==> src/rtl/jtopl_timer_regs.sv <==
// CPU register front end for the OPL timer pair: bus decode, timer registers,
// status byte / IRQ generation, write-busy window and forwarding of other writes.
module jtopl_timer_regs #(
  parameter int unsigned ADDR_WAIT = 4,
  parameter int unsigned DATA_WAIT = 24,
  parameter int unsigned BW        = 5
) (
  input  logic       clk,
  input  logic       rst,
  input  logic       cen,
  input  logic       cs_n,
  input  logic       wr_n,
  input  logic       addr,
  input  logic [7:0] din,
  output logic [7:0] dout,
  input  logic       flag_A,
  input  logic       flag_B,
  output logic [7:0] value_A,
  output logic [7:0] value_B,
  output logic       load_A,
  output logic       load_B,
  output logic       clr_flag_A,
  output logic       clr_flag_B,
  output logic       irq_n,
  output logic       csm,
  output logic       nts,
  output logic       busy,
  output logic [7:0] up_addr,
  output logic [7:0] up_data,
  output logic       up_wr
);

  logic          wr_act;
  logic          wr_l;
  logic          wr_ev;
  logic [7:0]    addr_l;
  logic          mask_A;
  logic          mask_B;
  logic          fa;
  logic          fb;
  logic          irq;
  logic [BW-1:0] cnt;
  logic [BW-1:0] cnt_nx;

  assign wr_act = ~cs_n & ~wr_n;
  assign wr_ev  = wr_act & ~wr_l;

  // Mask acts combinationally so unmasking a still-set flag shows it again.
  assign fa  = flag_A & ~mask_A;
  assign fb  = flag_B & ~mask_B;
  assign irq = fa | fb;

  // A new write reloads the window and wins over the cen decrement.
  always_comb begin
    cnt_nx = cnt;
    if (wr_ev) begin
      cnt_nx = addr ? BW'(DATA_WAIT) : BW'(ADDR_WAIT);
    end else if (cen && cnt != '0) begin
      cnt_nx = cnt - 1'b1;
    end
  end

  always_ff @(posedge clk) begin
    // Tracked through reset so a strobe held across release yields no event.
    wr_l <= wr_act;
    if (rst) begin
      value_A    <= 8'd0;
      value_B    <= 8'd0;
      load_A     <= 1'b0;
      load_B     <= 1'b0;
      mask_A     <= 1'b0;
      mask_B     <= 1'b0;
      csm        <= 1'b0;
      nts        <= 1'b0;
      addr_l     <= 8'd0;
      up_addr    <= 8'd0;
      up_data    <= 8'd0;
      up_wr      <= 1'b0;
      dout       <= 8'd0;
      clr_flag_A <= 1'b0;
      clr_flag_B <= 1'b0;
      irq_n      <= 1'b1;
      busy       <= 1'b0;
      cnt        <= '0;
    end else begin
      up_wr      <= 1'b0;
      clr_flag_A <= 1'b0;
      clr_flag_B <= 1'b0;
      dout       <= {irq, fa, fb, 5'b0};
      irq_n      <= ~irq;
      cnt        <= cnt_nx;
      busy       <= (cnt_nx != '0);
      if (wr_ev && !addr) begin
        addr_l <= din;
      end
      if (wr_ev && addr) begin
        case (addr_l)
          8'h02: value_A <= din;
          8'h03: value_B <= din;
          8'h04: begin
            if (din[7]) begin
              clr_flag_A <= 1'b1;
              clr_flag_B <= 1'b1;
            end else begin
              load_A     <= din[0];
              load_B     <= din[1];
              mask_A     <= din[6];
              mask_B     <= din[5];
              clr_flag_A <= din[6];
              clr_flag_B <= din[5];
            end
          end
          8'h08: begin
            csm <= din[7];
            nts <= din[6];
          end
          default: begin
            up_addr <= addr_l;
            up_data <= din;
            up_wr   <= 1'b1;
          end
        endcase
      end
    end
  end

endmodule

==> config.mk <==
export PLATFORM = sky130hd
export DESIGN_NAME = jtopl_timer_regs
export DESIGN_NICKNAME = d
export VERILOG_FILES = /design/src/rtl/jtopl_timer_regs.sv
export SDC_FILE = /design/constraint.sdc
export NUM_CORES = 1
export LEC_CHECK = 0
export CAP_MARGIN = 20
export CORE_MARGIN = 2
export CORE_UTILIZATION = 48
export DETAILED_ROUTE_END_ITERATION = 16
export HOLD_SLACK_MARGIN = 0.06
export MAX_ROUTING_LAYER = met4
export PLACE_DENSITY = 0.78
export SETUP_SLACK_MARGIN = 0.15
export SLEW_MARGIN = 25
export SYNTH_ARGS = -nofsm -noshare
export SYNTH_HDL_FRONTEND = slang
export SYNTH_SLANG_ARGS = --single-unit
==> constraint.sdc <==
create_clock -name clk -period 2.8 [get_ports clk]
set_clock_uncertainty 0.15 [all_clocks]
set_input_delay 0.7 -clock clk [delete_from_list [all_inputs] [get_ports clk]]
set_output_delay 0.7 -clock clk [all_outputs]
set_load 0.005 [all_outputs]
==> flow_metrics.tcl <==
set metrics [dict create \
    run_status "completed" \
    synth_fa_ha_area_frac 0.00517 \
    synth_top_family_by_area "simple AND/OR/NAND/NOR gates" \
    synth-async-reset-ratio 0 \
    cts_tree "built" \
    die-area_um2 5620 \
    drt_iter0_drc 132 \
    cp-end-kind "flip-flop" \
    clk_latency_ns 0.33 \
    core_area_um2 4790 \
    io_buffers 59 \
    worstPathMaxFanout 6 \
    worstMarginPinSlew_ns 0.491 \
    synth_xor_area_frac 0 \
    crit_type "input pin to flip-flop" \
    reg2reg_to "busy$_SDFF_PP0_" \
    r2r_cells 6 \
    synth-main-ff-cell "dfxtp_1" \
    num_rows 25 \
    pwr-share-comb 0.100 \
    cts_setup_buffers 0 \
    slowest_stage "clkdlybuf4s50_1" \
    htreeDepth 3 \
    grt_antenna_before_repair 0 \
    ys_warn_count 0 \
    final-setup-viol-count 0 \
    clock_tree.buffer_depth 2 \
    drive_gt1_frac 0.103 \
    place.gp.congestion 0.844 \
    fin_nets 323 \
    ios 65 \
    wl_per_cell_um 13.7 \
    finalWorstPathRequiredPeriod_ns 2.45 \
    power_density_nw_per_um2 552 \
    rsz0062_at_grt "false" \
    cp_cell_sequence "clkdlybuf4s50_1 > or4b_1 > a21oi_1 > a211oi_1 > or4_1" \
    die_w_um 75.0 \
    switchingPower_uw 413 \
    globalRouteOverflowTotal 0 \
    fin_area_um2 3260 \
    wirelength_mm 5.16 \
    die_h_um 75.0 \
    hold_violations 0 \
    power.internal_mw 1.38 \
    initial_core_util 0.505 \
    worst_r2r_startpoint "cnt[0]$_SDFF_PP0_" \
    worst-path-buf-inv 1 \
    first_pass_iters 4 \
    cpPeakStageDelay_ns 0.55 \
    vias 1952 \
    ff2ff_setup_slack_ns 0.56 \
    synth_cell_type_count 42 \
    grt_pass1_wl_mm 8.17 \
    fmax_ghz 0.408 \
    yosys.area_share.simple 0.253 \
    area_growth_pct 34.6 \
    clock_sinks 60 \
    synth-compound-area-share 0.0698 \
    synth_edf_count 0 \
    crit_required_ns 2.86 \
    dp_hpwl_mm 3.58 \
    seq_power_share 0.498 \
    layout.cells.non_filler 377 \
    max_slew_margin 0.668 \
    ys_ff_latch 60 \
    seq_area_frac_synth 0.497 \
    switching_share 0.230 \
    drv_cap 0 \
    p_leak_nw 1.25 \
    hold_buffers 0 \
    place_inst 362 \
    clockPowerShare 0.402 \
    synth.cell_area_um2 2420 \
    peakVddDrop_mv 0.407 \
    n_fill_cell 395 \
    cp-start-kind "input pin" \
    clock_tree.root_cell "clkbuf_8" \
    clk_pin_slew_ns 0.06 \
    avgSynthCellArea_um2 9.91 \
    ant_nets 0 \
    grt_max_degree 42 \
    slew_violations 0 \
    muxShareOfSynthArea 0.124 \
    syn_inst 244 \
    fin_util 0.680 \
    layout_common_cells "dfxtp_1, clkdlybuf4s50_1, nor2_1" \
    hp-class "flip-flop to flip-flop" \
    grt.total_usage 0.205 \
    cts_made_buffers 9 \
    min_from "mask_A$_SDFFE_PP0P_" \
    hold_path_end "dout[6]$_SDFF_PP0_" \
    min_path_cells 1 \
    arrival_ns 2.51 \
    drcViolationCount 0 \
    critPathTopFamily "simple AND/OR/NAND/NOR gates" \
    final_common_cell "dfxtp_1" \
    diodes 0 \
    cts_resized 0 \
    finalCritPeriodShare 0.876 \
    vias_per_cell 5.18 \
    grt_pass1_vias 1762 \
    dpl-instance-area_um2 3070 \
]
-- stage by stage --
stage | setup TNS (ns) | hold WS [ns] | power, mW | worst slack, ns
floorplan | 0 | 0.259 | 1.02 | 0.564
global placement | 0 | 0.275 | 1.09 | 0.0515
detailed placement | -0.00349 | 0.273 | 1.09 | -0.00349
CTS | 0 | 0.282 | 1.81 | 0.353
global route | 0 | 0.319 | 1.87 | 0.277
finish | 0 | 0.282 | 1.80 | 0.346
-- synthesized netlist by cell type, types with 3 or more instances --
master | instances | share of area
a21oi_1 | 5 | 0.010
buf_4 | 6 | 0.019
clkbuf_1 | 11 | 0.017
dfxtp_1 | 60 | 0.50
inv_1 | 5 | 0.0078
mux2i_1 | 30 | 0.12
nand2b_1 | 17 | 0.044
nand3b_1 | 4 | 0.012
nand4b_1 | 12 | 0.043
nor2_1 | 36 | 0.056
nor3b_1 | 4 | 0.012
nor4_1 | 3 | 0.0078
nor4b_1 | 3 | 0.011
o21ai_0 | 16 | 0.033
-- power groups by stage --
| stage | Sequential, mW | Combinational [mW] | Clock [mW] |
|---|---|---|---|
| after floorplan | 0.912 | 0.103 | 0 |
| final | 0.896 | 0.180 | 0.723 |
| after global routing | 0.898 | 0.196 | 0.778 |
| after detailed placement | 0.914 | 0.179 | 0 |
| after CTS | 0.895 | 0.179 | 0.739 |
| after global placement | 0.913 | 0.173 | 0 |
-- how the worst max path moves through the flow --
stage | start | to | slack, ns | cells past startpoint
2_1_floorplan | cs_n | busy$_SDFF_PP0_ | 0.56 | 4
3_3_place_gp | cen | busy$_SDFF_PP0_ | 0.05 | 5
3_5_place_dp | cen | busy$_SDFF_PP0_ | -0.003 | 5
4_1_cts | cen | busy$_SDFF_PP0_ | 0.35 | 5
5_1_grt | cen | busy$_SDFF_PP0_ | 0.28 | 5
6_report | cen | busy$_SDFF_PP0_ | 0.35 | 5
-- layer usage --
metal / GRT usage / part of all wire / vias up
met5: - / 0 / -
met4: 0.109 / 0.014 / 0
met3: 0.0683 / 0.065 / 7
met2: 0.286 / 0.46 / 67
met1: 0.261 / 0.46 / 913
li1: - / - / 965
-- kinds of logic after synthesis --
family	Yosys count
muxes	30
DFF	60
and+or+nand+nor	98
other	1
adders and majority gates	1
buffers and inverters	25
AOI/OAI and AO/OA	29
-- state kept, by name (all words and copies together), names as in the netlist, 3 cells and up --
name	flops
cnt	5
addr_l	8
value_A	8
value_B	8
up_data	8
up_addr	8
dout	3
-- layout make-up --
cell class              instances  area (um^2)  area share
repair buffers                 67          646       0.198
flip-flops and latches         60         1200       0.369
well taps                      67         83.8      0.0257
inverters                       5         18.8     0.00576
clock inverters                 1         5.00     0.00154
multi-input cells             163         1120       0.344
clock buffers                  14          183      0.0561
Note: power is estimated with default switching activity, not from simulation.
